File: src/rtl/rtc_pkg.sv
// Shared types and constants for the RTC write sequencer.
// RTC_INIT_SEQ_EN prepends the RTC init-bit set/clear writes.
package rtc_pkg;

    typedef enum logic [2:0] {
        IDLE,
        CAPTURA,
        EMITE,
        ESPERA,
        AVANZA,
        FIN,
        FALLA
    } estado_t;

    localparam logic [7:0] INIT_ADDR = 8'h02;
    localparam logic [7:0] INIT_ON   = 8'h10;
    localparam logic [7:0] INIT_OFF  = 8'h00;

    localparam logic [7:0] BASE_ADDR_DEF = 8'h21;

`ifdef RTC_INIT_SEQ_EN
    localparam int N_INIT = 2;
`else
    localparam int N_INIT = 0;
`endif

    localparam int         N_WRITES = N_INIT + 6;
    localparam logic [2:0] LAST_IDX = 3'(N_WRITES - 1);

endpackage

File: src/rtl/secuenciador_escritura_if.sv
// Handshake bundle between the write sequencer and the RTC write FSM
// plus the top-level controller status lines.
interface secuenciador_escritura_if;

    logic       inicio;
    logic       fin_escritura;
    logic       entrada;
    logic [7:0] direccion;
    logic [7:0] dato;
    logic       ocupado;
    logic       listo;
    logic       error;

    modport master (
        input  inicio,
        input  fin_escritura,
        output entrada,
        output direccion,
        output dato,
        output ocupado,
        output listo,
        output error
    );

    modport slave (
        output inicio,
        output fin_escritura,
        input  entrada,
        input  direccion,
        input  dato,
        input  ocupado,
        input  listo,
        input  error
    );

endinterface

File: src/rtl/secuenciador_tabla.sv
// Index -> {direccion, dato} lookup over the time snapshot.
// With RTC_INIT_SEQ_EN the two init writes occupy index 0 and 1.
module secuenciador_tabla
    import rtc_pkg::*;
#(
    parameter logic [7:0] BASE_ADDR = BASE_ADDR_DEF
) (
    input  logic [2:0]      idx,
    input  logic [5:0][7:0] snap,
    output logic [7:0]      direccion,
    output logic [7:0]      dato
);

    logic [2:0] slot;

    always_comb begin
        slot      = idx - 3'(N_INIT);
        direccion = BASE_ADDR + {5'd0, slot};
        dato      = 8'h00;
        unique case (slot)
            3'd0: dato = snap[0];
            3'd1: dato = snap[1];
            3'd2: dato = snap[2];
            3'd3: dato = snap[3];
            3'd4: dato = snap[4];
            3'd5: dato = snap[5];
            default: begin
                direccion = 8'h00;
                dato      = 8'h00;
            end
        endcase
`ifdef RTC_INIT_SEQ_EN
        if (idx < 3'd2) begin
            direccion = INIT_ADDR;
            dato      = idx[0] ? INIT_OFF : INIT_ON;
        end
`endif
    end

endmodule

File: src/rtl/secuenciador_escritura.sv
// Sequencer feeding the RTC write FSM one table entry at a time.
// Optional RTC_INIT_SEQ_EN build adds the init-bit writes up front.
module secuenciador_escritura
    import rtc_pkg::*;
#(
    parameter logic [7:0] TIMEOUT   = 8'd255,
    parameter logic [7:0] BASE_ADDR = BASE_ADDR_DEF
) (
    input logic       clk,
    input logic       reset,
    input logic [7:0] seg,
    input logic [7:0] min,
    input logic [7:0] hora,
    input logic [7:0] dia,
    input logic [7:0] mes,
    input logic [7:0] anio,
    secuenciador_escritura_if.master bus
);

    estado_t         state_q, state_d;
    logic [2:0]      idx_q, idx_d;
    logic [7:0]      timer_q, timer_d;
    logic [5:0][7:0] snap_q, snap_d;
    logic            error_q, error_d;
    logic            entrada_q, entrada_d;
    logic            ocupado_q, ocupado_d;
    logic            listo_q, listo_d;
    logic [7:0]      dir_q, dir_d;
    logic [7:0]      dato_q, dato_d;
    logic [7:0]      tab_dir, tab_dato;

    // Looked up on next-state values so the pair is valid in EMITE itself.
    secuenciador_tabla #(
        .BASE_ADDR (BASE_ADDR)
    ) u_tabla (
        .idx       (idx_d),
        .snap      (snap_d),
        .direccion (tab_dir),
        .dato      (tab_dato)
    );

    always_comb begin
        state_d = state_q;
        idx_d   = idx_q;
        timer_d = timer_q;
        snap_d  = snap_q;
        error_d = error_q;
        unique case (state_q)
            IDLE: begin
                if (bus.inicio) begin
                    state_d = CAPTURA;
                    error_d = 1'b0;
                end
            end
            CAPTURA: begin
                snap_d  = {anio, mes, dia, hora, min, seg};
                idx_d   = 3'd0;
                state_d = EMITE;
            end
            EMITE: begin
                timer_d = 8'd0;
                state_d = ESPERA;
            end
            ESPERA: begin
                timer_d = timer_q + 8'd1;
                if (bus.fin_escritura) begin
                    state_d = AVANZA;
                end else if (timer_d == TIMEOUT) begin
                    state_d = FALLA;
                    error_d = 1'b1;
                end
            end
            AVANZA: begin
                if (idx_q == LAST_IDX) begin
                    state_d = FIN;
                end else begin
                    idx_d   = idx_q + 3'd1;
                    state_d = EMITE;
                end
            end
            FIN:     state_d = IDLE;
            FALLA:   state_d = IDLE;
            default: state_d = IDLE;
        endcase

        entrada_d = (state_d == EMITE);
        listo_d   = (state_d == FIN);
        ocupado_d = !(state_d inside {IDLE, FIN, FALLA});
        dir_d     = (state_d == EMITE) ? tab_dir  : dir_q;
        dato_d    = (state_d == EMITE) ? tab_dato : dato_q;
    end

    always_ff @(posedge clk or negedge reset) begin
        if (!reset) begin
            state_q   <= IDLE;
            idx_q     <= 3'd0;
            timer_q   <= 8'd0;
            snap_q    <= '0;
            error_q   <= 1'b0;
            entrada_q <= 1'b0;
            ocupado_q <= 1'b0;
            listo_q   <= 1'b0;
            dir_q     <= 8'h00;
            dato_q    <= 8'h00;
        end else begin
            state_q   <= state_d;
            idx_q     <= idx_d;
            timer_q   <= timer_d;
            snap_q    <= snap_d;
            error_q   <= error_d;
            entrada_q <= entrada_d;
            ocupado_q <= ocupado_d;
            listo_q   <= listo_d;
            dir_q     <= dir_d;
            dato_q    <= dato_d;
        end
    end

    assign bus.entrada   = entrada_q;
    assign bus.direccion = dir_q;
    assign bus.dato      = dato_q;
    assign bus.ocupado   = ocupado_q;
    assign bus.listo     = listo_q;
    assign bus.error     = error_q;

endmodule
File: src/flat_wrapper.sv
// flat-port wrapper written by rule: the top's interface ports become plain ports
module secuenciador_escritura_flat import rtc_pkg::*;
#(
    parameter logic [7:0] TIMEOUT   = 8'd255,
    parameter logic [7:0] BASE_ADDR = BASE_ADDR_DEF
)
  (clk, reset, seg, min, hora, dia, mes, anio, bus_inicio, bus_fin_escritura, bus_entrada, bus_direccion, bus_dato, bus_ocupado, bus_listo, bus_error);
  secuenciador_escritura_if bus_i ();
  input logic clk;
  input logic reset;
  input logic [7:0] seg;
  input logic [7:0] min;
  input logic [7:0] hora;
  input logic [7:0] dia;
  input logic [7:0] mes;
  input logic [7:0] anio;
  input wire logic [$bits(bus_i.inicio)-1:0] bus_inicio;
  input wire logic [$bits(bus_i.fin_escritura)-1:0] bus_fin_escritura;
  output wire logic [$bits(bus_i.entrada)-1:0] bus_entrada;
  output wire logic [$bits(bus_i.direccion)-1:0] bus_direccion;
  output wire logic [$bits(bus_i.dato)-1:0] bus_dato;
  output wire logic [$bits(bus_i.ocupado)-1:0] bus_ocupado;
  output wire logic [$bits(bus_i.listo)-1:0] bus_listo;
  output wire logic [$bits(bus_i.error)-1:0] bus_error;
  assign bus_i.inicio = bus_inicio;
  assign bus_i.fin_escritura = bus_fin_escritura;
  assign bus_entrada = bus_i.entrada;
  assign bus_direccion = bus_i.direccion;
  assign bus_dato = bus_i.dato;
  assign bus_ocupado = bus_i.ocupado;
  assign bus_listo = bus_i.listo;
  assign bus_error = bus_i.error;
  secuenciador_escritura #(.TIMEOUT(TIMEOUT), .BASE_ADDR(BASE_ADDR)) u_core (.clk(clk), .reset(reset), .seg(seg), .min(min), .hora(hora), .dia(dia), .mes(mes), .anio(anio), .bus(bus_i));
endmodule
File: config.mk
export PLATFORM = sky130hd
export DESIGN_NAME = secuenciador_escritura_flat
export DESIGN_NICKNAME = d
export VERILOG_FILES = /design/src/rtl/rtc_pkg.sv /design/src/rtl/secuenciador_escritura_if.sv /design/src/rtl/secuenciador_tabla.sv /design/src/rtl/secuenciador_escritura.sv /design/src/flat_wrapper.sv
export SDC_FILE = /design/constraint.sdc
export NUM_CORES = 1
export LEC_CHECK = 0
export ABC_AREA = 1
export CORE_ASPECT_RATIO = 1.1
export CORE_MARGIN = 3
export CORE_UTILIZATION = 47
export CTS_CLUSTER_SIZE = 10
export DETAILED_ROUTE_END_ITERATION = 6
export PLACE_DENSITY_LB_ADDON = 0.15
export REMOVE_ABC_BUFFERS = 1
export SYNTH_ARGS = -nofsm -noshare
export SYNTH_HDL_FRONTEND = slang
export SYNTH_SLANG_ARGS = --single-unit
File: constraint.sdc
create_clock -name clk -period 2.11 [get_ports clk]
set_input_delay 0.422 -clock clk [delete_from_list [all_inputs] [get_ports clk]]
set_output_delay 0.422 -clock clk [all_outputs]
set_load 0.005 [all_outputs]
# Word-level counts from Yosys, hierarchy flattened

Cells that the tools add are included.

Bits in registers: 82
Latch bits: 0
Bits in writable memories: 0
Memory bits (read-only): 0
Input port bits: 52
Memories: 0

$add $sub $neg: 3
Multipliers: 0
Div/mod/pow operators: 0
Order comparisons: 0
Equality and inequality tests: 17
Shift-type cells: 0
Multiplexer cells: 15
Bitwise operators: 0
Reduce and logical (&&, ||, !) cells: 9

Operator list:

| cell                  | count |
|---|---|
| $mux W48              | 1 |
| $pmux W8 S6           | 1 |
| $eq A3 B3 Y1 const B  | 6 |
| $pmux W8 S2           | 1 |
| $eq A3 B2 Y1 const B  | 5 |
| $mux W3               | 5 |
| $pmux W3 S5           | 1 |
| $logic_not A3 Y1      | 3 |
| $add A8 B1 Y8 const B | 1 |
| $eq A8 B8 Y1 const B  | 1 |
| $add A6 B3 Y7 const A | 1 |
| $mux W7               | 1 |
| $eq A3 B1 Y1 const B  | 2 |
| $pmux W3 S2           | 1 |
| $reduce_or A6 Y1      | 1 |
| $ne A2 B2 Y1 const B  | 2 |
| $reduce_and A4 Y1     | 1 |
| $reduce_bool A2 Y1    | 2 |
| $add A3 B1 Y3 const B | 1 |
| $mux W1               | 3 |
| $reduce_bool A3 Y1    | 1 |
| $ne A2 B1 Y1 const B  | 1 |
| $pmux W1 S2           | 1 |
| $logic_not A1 Y1      | 1 |

# Longest topological paths before layout

Gate-level depths: netlist of run 1.

Depth in word-level cells: 8
Depth in mapped cells: 16

# Hierarchy

A second synthesis of run 1 with hierarchy kept.

Cells, all modules: 387
Area total of the unflattened synthesis: 4,242.8 µm²

By module, submodules not included:

| module                 | instances | cells each | area each (µm²) |
|---|---|---|---|
| secuenciador_escritura | 1         | 261        | 3,413.3 |
| secuenciador_tabla     | 1         | 126        | 829.5 |

# Worst setup path after synthesis of run 1

Ideal clock, no wire load.

Path kind: reg-to-reg
Start point: register u_core.state_q[0]
End point: register u_core.dato_q[0] (netlist: u_core.bus.dato[0])
Setup time: 0.118 ns
Arrival time: 2.193 ns
Path slack: -0.201 ns
Cell stages (with the launch flop): 15
Path buffers: 1
Clock period less this slack: 2.311 ns
Cell sequence: dfrtp_1 nor2_2 nand2_2 inv_1 nand2_1 o21ai_0 inv_1 ha_1 buf_1 nand2_1 nor2_1 nor2_1 nand2_1 nand2_1 nand2_1

Word-level cells in the longest chain between the ends: 4
Elaborated cells on any way between the ends: 19
Classes of those cells: 10 x eq/ne; 7 x mux; 2 x reduce/logical

Ends and longest elaborated chain:

| what                                                | line                          | source |
|---|---|---|
| start: declaration                                  | secuenciador_escritura.sv:20  | `estado_t state_q, state_d;` |
| start signal: assignment                            | secuenciador_escritura.sv:106 | `state_q <= state_d;` |
| $eq A3 B3 Y1 / $eq A3 B1 Y1 (equally long branches) | secuenciador_escritura.sv:48  | `unique case (state_q)` |
| $pmux W3 S2 (*)                                     | secuenciador_escritura.sv:48  |  |
| via u_core.idx_d[0]                                 | secuenciador_escritura.sv:21  | `logic [2:0] idx_q, idx_d;` |
| $eq A3 B3 Y1, or another cell as far along          | secuenciador_tabla.sv:20      | `unique case (slot)` |
| $pmux W8 S6 (*)                                     | secuenciador_tabla.sv:20      |  |
| end signal: assignment                              | secuenciador_escritura.sv:115 | `dato_q <= dato_d;` |
| end: declaration                                    | secuenciador_escritura.sv:29  | `logic [7:0] dato_q, dato_d;` |

The timed path passes the listed nets; every way through them passes the cells marked *.
A chain may end at the register's enable or synchronous reset.

# Worst setup path in the final report of run 1

Start point: register u_core.state_q[1]
End point: register u_core.dato_q[4] (netlist: u_core.bus.dato[4])

The elaborated chain is that of the path after synthesis.

==> run_results.csv, run 1 <==
group,metric,value,unit
synthesis,synth_seq_cells,79,
floorplan,floorplan.initialDensity,49.0,%
clock_network,clk_pin_slew_worst_paths,0.08,ns
global_route,grt_remaining_overflow,0,
finish,nNetsFinal,673,
placed_design,port_buffers,68,
synthesis,synth.top_cell.area_share,50.4,%
power_and_ir_drop,ir_drop,0.661,mV
placed_design,post_dp_cell_area,4830,um2
setup_path,critical_path_required,2.34,ns
run,maxCapViolations,0,
setup_path,crit_path_end_kind,"register",
clock_network,clock_path_buffers,2,
drt,ant_nets,0,
sta,finalHoldViolations,0,
synthesis,ys_types,26,
min_path,min_path_type,"input port to asynchronous set/reset pin",
floorplan,die_y,102,um
synthesis,async_flop_share,100,%
clock_network,postCtsHoldBufs,0,
clock_network,cts-root-buf,"clkbuf_8",
clock_network,htree_num_levels,3,
sta,period_needed,2.14,ns
sta,setup_viol,1,
clock_network,clock-sinks,79,
power_and_ir_drop,p_int,3930,uW
global_route,grt_pass1_wl,15200,um
synthesis,yosys.area.top_type,"dfrtp_1",
sta,rsz0062_at_grt,"true",
placed_design,place_inst,697,
power_and_ir_drop,power,6440,uW
synthesis,synth_edf_count,0,
placed_design,dp_worst_setup_slack,-0.266,ns
setup_path,arrival,2.37,ns
drt,drc_errors,0,
drt,wl,9210,um
finish,antenna_cells,0,
status,failed_checks,"setup timing",
floorplan,io_pins,72,
setup_path,path_class,"register to register",
drt,dr.first_iter.drc_count,236,
power_and_ir_drop,p_sw,2510,uW
clock_network,clk_latency,0.34,ns
floorplan,dieWidth,93.1,um
sta,fin_skew,0.00757,ns
global_route,grt_max_degree,80,
setup_path,critPathLaunchType,"register",
global_route,first_global_vias,3346,
synthesis,synthesis.area,3920,um2
power_and_ir_drop,powerDensity,1220,nW/um2
clock_network,cts_made_buffers,9,
global_route,grt_antenna_before_repair,0,
power_and_ir_drop,combPwrFrac,46.2,%
power_and_ir_drop,leakagePower,0.00269,uW
setup_path,path_max_fanout,6,
power_and_ir_drop,p_seq_share,37.4,%
sta,setup-tns-final,-0.0334,ns
global_route,gr-usage-all-layers,20.3,%
drt,avgRoutedWirePerCell,12.7,um
finish,area_growth,35.1,%
synthesis,yosys-top-cells-area,"dfrtp_1, nand2_1, inv_1",
floorplan,placementRows,34,
floorplan,core-area,8000,um2
placed_design,hpwl,6360,um
drt,viasPerCell,4.69,
placed_design,place_congestion,0.815,
sta,fmax,467,MHz
finish,layout.cells.non_filler,724,
synthesis,synth_area_per_cell,7.62,um2
synthesis,synth_warnings,0,
drt,drt_pass1_iterations,5,
power_and_ir_drop,sw_frac_of_total,38.9,%
synthesis,synthCells,514,
synthesis,synth_flop_cell,"dfrtp_1",
synthesis,seq_area_frac_synth,50.4,%
sta,fin_crit_sh,102,%
finish,drive_gt1_share,14.6,%
status,status,"complete, but fails checks",
floorplan,dieArea,9470,um2
sta,setup_ws,-0.0334,ns
drt,vias,3392,
finish,postLayoutCellArea,5290,um2
power_and_ir_drop,p_clk_share,16.5,%
clock_network,cts_tree,"done",
sta,slew_violations,0,
-- layout by cell type, fill, tap and decap left out, types with 3 or more instances in the layout --
master,instances
buf_12,3
buf_4,29
buf_6,6
clkbuf_8,9
clkdlybuf4s50_1,67
conb_1,3
dfrtp_1,79
ha_4,6
inv_1,83
inv_2,6
nand2_1,150
nand2_2,13
nand3_1,24
nand3_2,3
nand4_1,4
nor2_1,44
o21ai_0,52
o21ai_1,5
o22ai_1,4
-- path summary, 6_finish.rpt --
| path | slack [ns] | cells after the start | end | startpoint |
|---|---|---|---|---|
| setup reg to reg | -0.03 | 16 | u_core.bus.dato[4] | u_core.state_q[1] |
| min in group clk | 0.49 | 2 | u_core.bus.direccion[2] | u_core.bus.direccion[2] |
| setup / recovery | -0.03 | 16 | u_core.bus.dato[4] | u_core.state_q[1] |
| hold / removal | 0.09 | 2 | u_core.timer_q[6] | reset |
| hold reg to reg | 0.49 | 2 | u_core.bus.direccion[2] | u_core.bus.direccion[2] |
| max in group asynchronous | 1.69 | 2 | u_core.timer_q[5] | reset |
-- synthesized netlist by cell type (3+ instances only) --
cell type,number
o21ai_0,53
buf_2,8
nand4_1,4
ha_1,9
nand2_1,162
buf_1,3
o21ai_1,6
o22ai_1,4
inv_2,3
nor2_1,46
buf_4,5
dfrtp_1,79
nand3_1,27
inv_1,88
-- metal layers --
metal	up-vias	wire length, um	global-route usage [%]
met1	1574	3910	25.7
met5	-	0	0
met2	57	4860	35.5
li1	1751	-	-
met3	10	313	3.05
met4	0	122	7.33
-- power by group through the flow --
| stage | clock network [uW] | logic, uW | registers [uW] |
|---|---|---|---|
| 2_1_floorplan | 0 | 1640 | 2380 |
| 5_1_grt | 1150 | 3410 | 2450 |
| 4_1_cts | 1080 | 2890 | 2400 |
| 6_report | 1060 | 2970 | 2400 |
| 3_5_place_dp | 0 | 2750 | 2420 |
| 3_3_place_gp | 0 | 2680 | 2410 |
-- layout make-up --
| type | instances | area [um2] |
|---|---|---|
| well taps | 108 | 135 |
| clock inverters | 4 | 47.5 |
| clock buffers | 11 | 131 |
| repair buffers | 105 | 1020 |
| fillers | 682 | 2710 |
| inverters | 92 | 350 |
| multi-input cells | 325 | 1640 |
| flip-flops and latches | 79 | 1980 |
-- metrics by stage --
stage | hold WS [ns] | util, %
after CTS | 0.114 | 65.1
after global placement | 0.481 | 60.4
final | 0.0911 | 66.2
after detailed placement | 0.468 | 60.4
after floorplan | 0.126 | -
after global routing | 0.120 | 66.2
-- flip-flops by register name (all words and copies together) (netlist names) --
name                  cells
u_core.bus.dato           8
u_core.bus.direccion      5
u_core.bus.entrada        1
u_core.bus.error          1
u_core.bus.listo          1
u_core.bus.ocupado        1
u_core.idx_q              3
u_core.snap_q            48
u_core.state_q            3
u_core.timer_q            8
-- cell families (layout without fill, tap and decap cells) --
group                    count (synthesis)  in the layout  synth area share [%]
AND/OR/NAND/NOR                        245            245                  25.6
buffers and inverters                  112            212                  11.8
AO/OA/AOI/OAI                           68             68                  9.16
flip-flops                              79             79                  50.4
adder cells (fa/ha/maj)                  9              9                  2.87
other                                    1              3                0.0957
-- timing repair --
action                     in CTS  in global routing
setup endpoints to repair      12                 14
resized for setup              25                 24
setup buffers                  11                  3
pin swaps                      11                 16
cloned                          0                  0
-- worst max-delay path: stages (launching register included) --
cell and delay [ns]:
dfrtp_1 0.43, nor2_4 0.15, nand2_2 0.09, nand2_2 0.08, nand2_2 0.08, nand2_2 0.09
o21ai_2 0.06, buf_6 0.13, buf_12 0.12, ha_4 0.17, buf_4 0.15, nand3_1 0.09
nand2_2 0.08, nor2_4 0.12, nand2_1 0.07, nand2_1 0.07, nand2_1 0.06
Power figures use the tool's default switching activity.
==> run 2: changes to the inputs <==
Settings changed: CORE_MARGIN 3 to default.
==> run_results.csv, run 2 (synthesis gave the netlist of run 1 again) <==
group,metric,value,unit
sta,whs,0.0844,ns
finish,regMostFlops,"u_core.snap_q",
sta,worst_pin_slew,0.648,ns
finish,final_cell_mix,"nand2_1, inv_1, dfrtp_1",
setup_path,path_class,"register to register",
clock_network,clock-sinks,79,
setup_path,critPathLaunchType,"register",
clock_network,clk_latency,0.35,ns
drt,avgRoutedWirePerCell,12.6,um
finish,nNetsFinal,677,
setup_path,crit_chain,"ha_2, nand4_1, nand2_2, nand2_2, o21ai_1, buf_4, buf_12, ha_4, buf_12, nand3_1, nand2_2, nor2_4, nand2_1, nand2_1, nand2_1",
clock_network,clk_pin_slew_worst_paths,0.08,ns
finish,fill_cells,671,
setup_path,arrival,2.42,ns
sta,fin_skew,0.00511,ns
status,status,"complete, but fails checks",
sta,setup_ws,-0.0691,ns
clock_network,cts_tree,"done",
finish,area_growth,36.9,%
floorplan,die_y,97.8,um
setup_path,critical_path_required,2.35,ns
global_route,grt_pass1_wl,14900,um
global_route,grt_antenna_before_repair,0,
placed_design,port_buffers,68,
floorplan,dieArea,8710,um2
power_and_ir_drop,leakagePower,0.00273,uW
finish,drive_gt1_share,16.3,%
clock_network,clock_path_buffers,2,
run,maxCapViolations,0,
global_route,grt_remaining_overflow,0,
setup_path,cp_slowest_cell,"dfrtp_1",
finish,antenna_cells,0,
finish,final_common_cell,"nand2_1",
power_and_ir_drop,powerDensity,1240,nW/um2
finish,final_core_util,67.1,%
sta,fin_crit_sh,103,%
floorplan,core-area,8000,um2
drt,wl,9190,um
sta,setup_viol,8,
clock_network,cts_made_buffers,9,
drt,ant_nets,0,
floorplan,floorplan.initialDensity,49.0,%
floorplan,io_pins,72,
drt,viasPerCell,4.76,
drt,drt_pass1_iterations,4,
drt,drc_errors,0,
placed_design,place_congestion,0.812,
floorplan,placementRows,34,
sta,rsz0062_at_grt,"true",
drt,vias,3470,
global_route,first_global_vias,3363,
sta,slew_violations,0,
floorplan,dieWidth,89.1,um
setup_path,cp_slowest_stage_delay,0.39,ns
placed_design,hpwl,6490,um
sta,period_needed,2.18,ns
clock_network,cts-root-buf,"clkbuf_8",
status,failed_checks,"setup timing",
sta,fmax,459,MHz
global_route,grt_max_degree,52,
finish,largest_reg_flops,48,
global_route,gr-usage-all-layers,22.5,%
drt,dr.first_iter.drc_count,164,
setup_path,crit_path_end_kind,"register",
clock_network,htree_num_levels,3,
power_and_ir_drop,ir_drop,0.593,mV
sta,relSlewSlack,56.8,%
min_path,min_path_type,"input port to asynchronous set/reset pin",
sta,finalHoldViolations,0,
setup_path,path_max_fanout,8,
-- run 2: cell count changes in the layout (fill, tap and decap cells not counted), sizes merged --
cell and change:
clkinv +1, buf +3, nor2 +1
-- run 2: critical path: cells and delay by family (launching register included) --
family,cells,cell delay [ns]
AO/OA/AOI/OAI,1,0.09
adder cells (fa/ha/maj),2,0.37
AND/OR/NAND/NOR,9,0.77
buffers and inverters,3,0.44
flip-flops,1,0.39
-- run 2: routing by layer --
metal	vias up	GRT usage, %	wire length [um]
li1	1765	-	-
met1	1619	26.5	3800
met2	68	40.1	4910
met3	18	4.40	277
met4	0	7.94	211
met5	-	0	0
-- run 2: final cells by class --
cell class                      instances  area (um2)  area share, %
Clock buffer                           11         151           2.82
Clock inverter                          5        56.3           1.05
Inverter                               92         350           6.53
Multi-Input combinational cell        326        1660           31.0
Sequential cell                        79        1980           36.9
Tap cell                              108         135           2.52
Timing Repair Buffer                  108        1030           19.2
-- run 2: repair_timing --
action,CTS,global route
gates resized for setup,18,42
gates cloned,0,1
setup endpoints to repair,13,13
hold buffers,0,0
pin swaps,6,27
buffers inserted,3,5
-- run 2: final timing paths --
check / startpoint / end / slack [ns] / cells after the start
min in group clk: u_core.bus.dato[7] / u_core.bus.dato[7] / 0.49 / 2
worst min-delay path: reset / u_core.timer_q[4] / 0.08 / 1
worst max register to register: u_core.idx_q[0] / u_core.bus.dato[4] / -0.07 / 15
worst max-delay path: u_core.idx_q[0] / u_core.bus.dato[4] / -0.07 / 15
max in group asynchronous: reset / u_core.snap_q[22] / 1.37 / 2
worst min register to register: u_core.bus.dato[7] / u_core.bus.dato[7] / 0.49 / 2
-- run 2: power breakdown --
group / switching [uW] / leakage, uW / internal [uW]
Sequential: 258 / 0.000972 / 2150
Combinational: 1790 / 0.00166 / 1300
Clock: 546 / 0.000105 / 609
-- run 2: per-stage QoR --
step | power [uW] | instance area (um2) | setup TNS (ns) | setup slack [ns] | instances
CTS | 6460 | 5180 | -0.0285 | -0.0285 | 723
global route | 7220 | 5360 | -1.81 | -0.180 | 729
finish | 6650 | 5360 | -0.339 | -0.0691 | 729
floorplan | 4020 | 3810 | -9.22 | -0.797 | 496
global placement | 5140 | 4870 | -1.05 | -0.182 | 704
detailed placement | 5210 | 4870 | -1.89 | -0.219 | 704
==> run 3: changes to the inputs <==
Settings changed: ABC_AREA 1 to default.
==> run_results.csv, run 3 <==
group,metric,value,unit
floorplan,dieArea,8650,um2
finish,multi_input_area,1980,um2
power_and_ir_drop,powerDensity,1460,nW/um2
synthesis,synthCells,345,
clock_network,postCtsHoldBufs,0,
sta,relSlewSlack,59.2,%
floorplan,placementRows,34,
min_path,min_path_type,"input port to asynchronous set/reset pin",
synthesis,synthesis.area,3890,um2
global_route,gr-usage-all-layers,21.3,%
status,failed_checks,"setup timing",
floorplan,floorplan.initialDensity,48.9,%
placed_design,hpwl,6260,um
run,maxCapViolations,0,
global_route,first_global_vias,3028,
setup_path,critPathLaunchType,"register",
synthesis,yosys-top-cells-area,"dfrtp_1, mux2_2, ha_1",
global_route,grt_pass1_wl,14300,um
clock_network,clock_path_buffers,2,
finish,largest_reg_flops,48,
sta,setup_ws,-0.0798,ns
status,status,"complete, but fails checks",
setup_path,crit_chain,"ha_4, a21oi_2, o21bai_2, a21oi_2, inv_2, ha_4, ha_4, buf_12, a221oi_4, a41oi_2",
synthesis,ys_types,47,
sta,fmax,457,MHz
placed_design,port_buffers,68,
synthesis,yosys.area.top_type,"dfrtp_1",
placed_design,place_inst,533,
setup_path,arrival,2.41,ns
sta,slew_violations,0,
global_route,grt_remaining_overflow,0,
power_and_ir_drop,leakagePower,0.00221,uW
finish,fill_cells,620,
setup_path,path_class,"register to register",
drt,avgRoutedWirePerCell,16.1,um
synthesis,synth_edf_count,0,
clock_network,clock-sinks,79,
synthesis,async_flop_share,100,%
synthesis,seq_area_frac_synth,50.8,%
finish,drive_gt1_share,33.3,%
drt,dr.first_iter.drc_count,68,
drt,viasPerCell,5.37,
drt,vias,2980,
setup_path,reg2reg_slack,-0.08,ns
floorplan,die_y,97.4,um
finish,final_common_cell,"dfrtp_1",
drt,wl,8950,um
global_route,grt_max_degree,48,
clock_network,cts-root-buf,"clkbuf_8",
clock_network,cts_tree,"done",
setup_path,critical_path_required,2.33,ns
sta,worst_pin_slew,0.612,ns
finish,layout.cells.non_filler,555,
setup_path,crit_path_end_kind,"register",
sta,setup_viol,7,
floorplan,io_pins,72,
synthesis,synth_seq_cells,79,
finish,nNetsFinal,503,
synthesis,yosys-top-cells-count,"dfrtp_1, mux2_2, nand2_1",
sta,fin_crit_sh,104,%
finish,regMostFlops,"u_core.snap_q",
sta,rsz0062_at_grt,"true",
placed_design,place_congestion,0.812,
clock_network,htree_num_levels,3,
placed_design,dp_worst_setup_slack,-0.311,ns
finish,final_cell_mix,"dfrtp_1, clkdlybuf4s50_1, mux2_2",
finish,area_growth,38.1,%
drt,drt_pass1_iterations,4,
synthesis,synth_area_per_cell,11.3,um2
synthesis,synth_warnings,0,
finish,seqCellArea,1980,um2
setup_path,cp_slowest_cell,"dfrtp_1",
floorplan,core-area,7960,um2
floorplan,dieWidth,88.8,um
sta,finalHoldViolations,0,
synthesis,synth.top_cell.area_share,50.8,%
clock_network,cts_made_buffers,9,
setup_path,cp_slowest_stage_delay,0.42,ns
setup_path,rr_worst_depth,10,
setup_path,cp_common_cell,"ha_4",
clock_network,clk_pin_slew_worst_paths,0.09,ns
power_and_ir_drop,ir_drop,0.667,mV
sta,period_needed,2.19,ns
finish,antenna_cells,0,
synthesis,synth_flop_cell,"dfrtp_1",
setup_path,path_max_fanout,8,
drt,drc_errors,0,
drt,ant_nets,0,
clock_network,clk_latency,0.35,ns
global_route,grt_antenna_before_repair,0,
synthesis,synth.most_common_cell,"dfrtp_1",
sta,fin_skew,0.00839,ns
run 3: cell types whose count changed after synthesis, moves of 12 or more:
cell,delta
a21oi_1,+17
o21ai_0,-41
nand2_1,-141
mux2_2,+49
nor3_1,+14
nor2_1,-33
nand3_1,-12
inv_1,-78
run 3: final cells by class:
class	count	share of cell area, %
Clock buffer	9	2.31
Clock inverter	7	1.05
Inverter	11	0.815
Multi-Input combinational cell	232	36.9
Sequential cell	79	36.8
Tap cell	108	2.51
Timing Repair Buffer	109	19.7
run 3: cell families (layout without fill, tap and decap cells):
| kind of cell | Yosys count | in the layout | share of synthesized area, % |
|---|---|---|---|
| XOR/XNOR | 2 | 2 | 0.450 |
| AND/OR/NAND/NOR | 93 | 93 | 12.7 |
| other | 1 | 3 | 0.0963 |
| buffers and inverters | 36 | 136 | 5.01 |
| multiplexers | 52 | 52 | 15.1 |
| flip-flops | 79 | 79 | 50.8 |
| AO/OA/AOI/OAI | 73 | 73 | 13.0 |
| adder cells (fa/ha/maj) | 9 | 9 | 2.89 |
run 3: per-layer routing:
layer,GRT usage [%],part of all wire [%]
met3,4.08,4.4
met4,6.45,1.5
met2,36.2,51
met5,0,0
met1,27.2,43
run 3: final timing paths:
check                                          endpoint               startpoint
worst min register to register  u_core.bus.direccion[5]  u_core.bus.direccion[5]
max in group asynchronous            u_core.bus.dato[5]                    reset
worst max-delay path                 u_core.bus.dato[2]          u_core.idx_q[0]
worst min-delay path                  u_core.snap_q[35]                    reset
worst max register to register       u_core.bus.dato[2]          u_core.idx_q[0]
min in group clk                u_core.bus.direccion[5]  u_core.bus.direccion[5]
run 3: worst max-delay path, delay by kind of cell, from the launching register on:
kind                     cells  cell delay (ns)
flip-flops                   1             0.42
buffers and inverters        2             0.26
AO/OA/AOI/OAI                5             0.86
adder cells (fa/ha/maj)      3             0.53
run 3: what timing repair did:
| item | in CTS | in global routing |
|---|---|---|
| setup endpoints to repair | 13 | 14 |
| gates cloned | 0 | 0 |
| resized for setup | 34 | 23 |
| pin swaps | 5 | 17 |
| buffers inserted | 3 | 4 |
run 3: per-stage QoR:
| stage | hold slack [ns] | total power, uW | utilization (%) | area, um2 | setup TNS (ns) |
|---|---|---|---|---|---|
| after detailed placement | 0.467 | 6010 | 61.1 | 4860 | -3.39 |
| after global routing | 0.107 | 8370 | 67.6 | 5370 | -1.31 |
| final | 0.0765 | 7860 | 67.6 | 5370 | -0.345 |
| after floorplan | 0.126 | 4550 | - | 3750 | -29.11 |
| after CTS | 0.0908 | 7480 | 65.5 | 5210 | -0.249 |
| after global placement | 0.463 | 5890 | 61.1 | 4860 | -1.75 |
run 3: where the power goes:
part | internal (uW) | switching, uW | leakage [uW]
combinational | 2320 | 2070 | 0.00117
sequential | 2190 | 250 | 0.000956
clock | 439 | 588 | 0.0000838
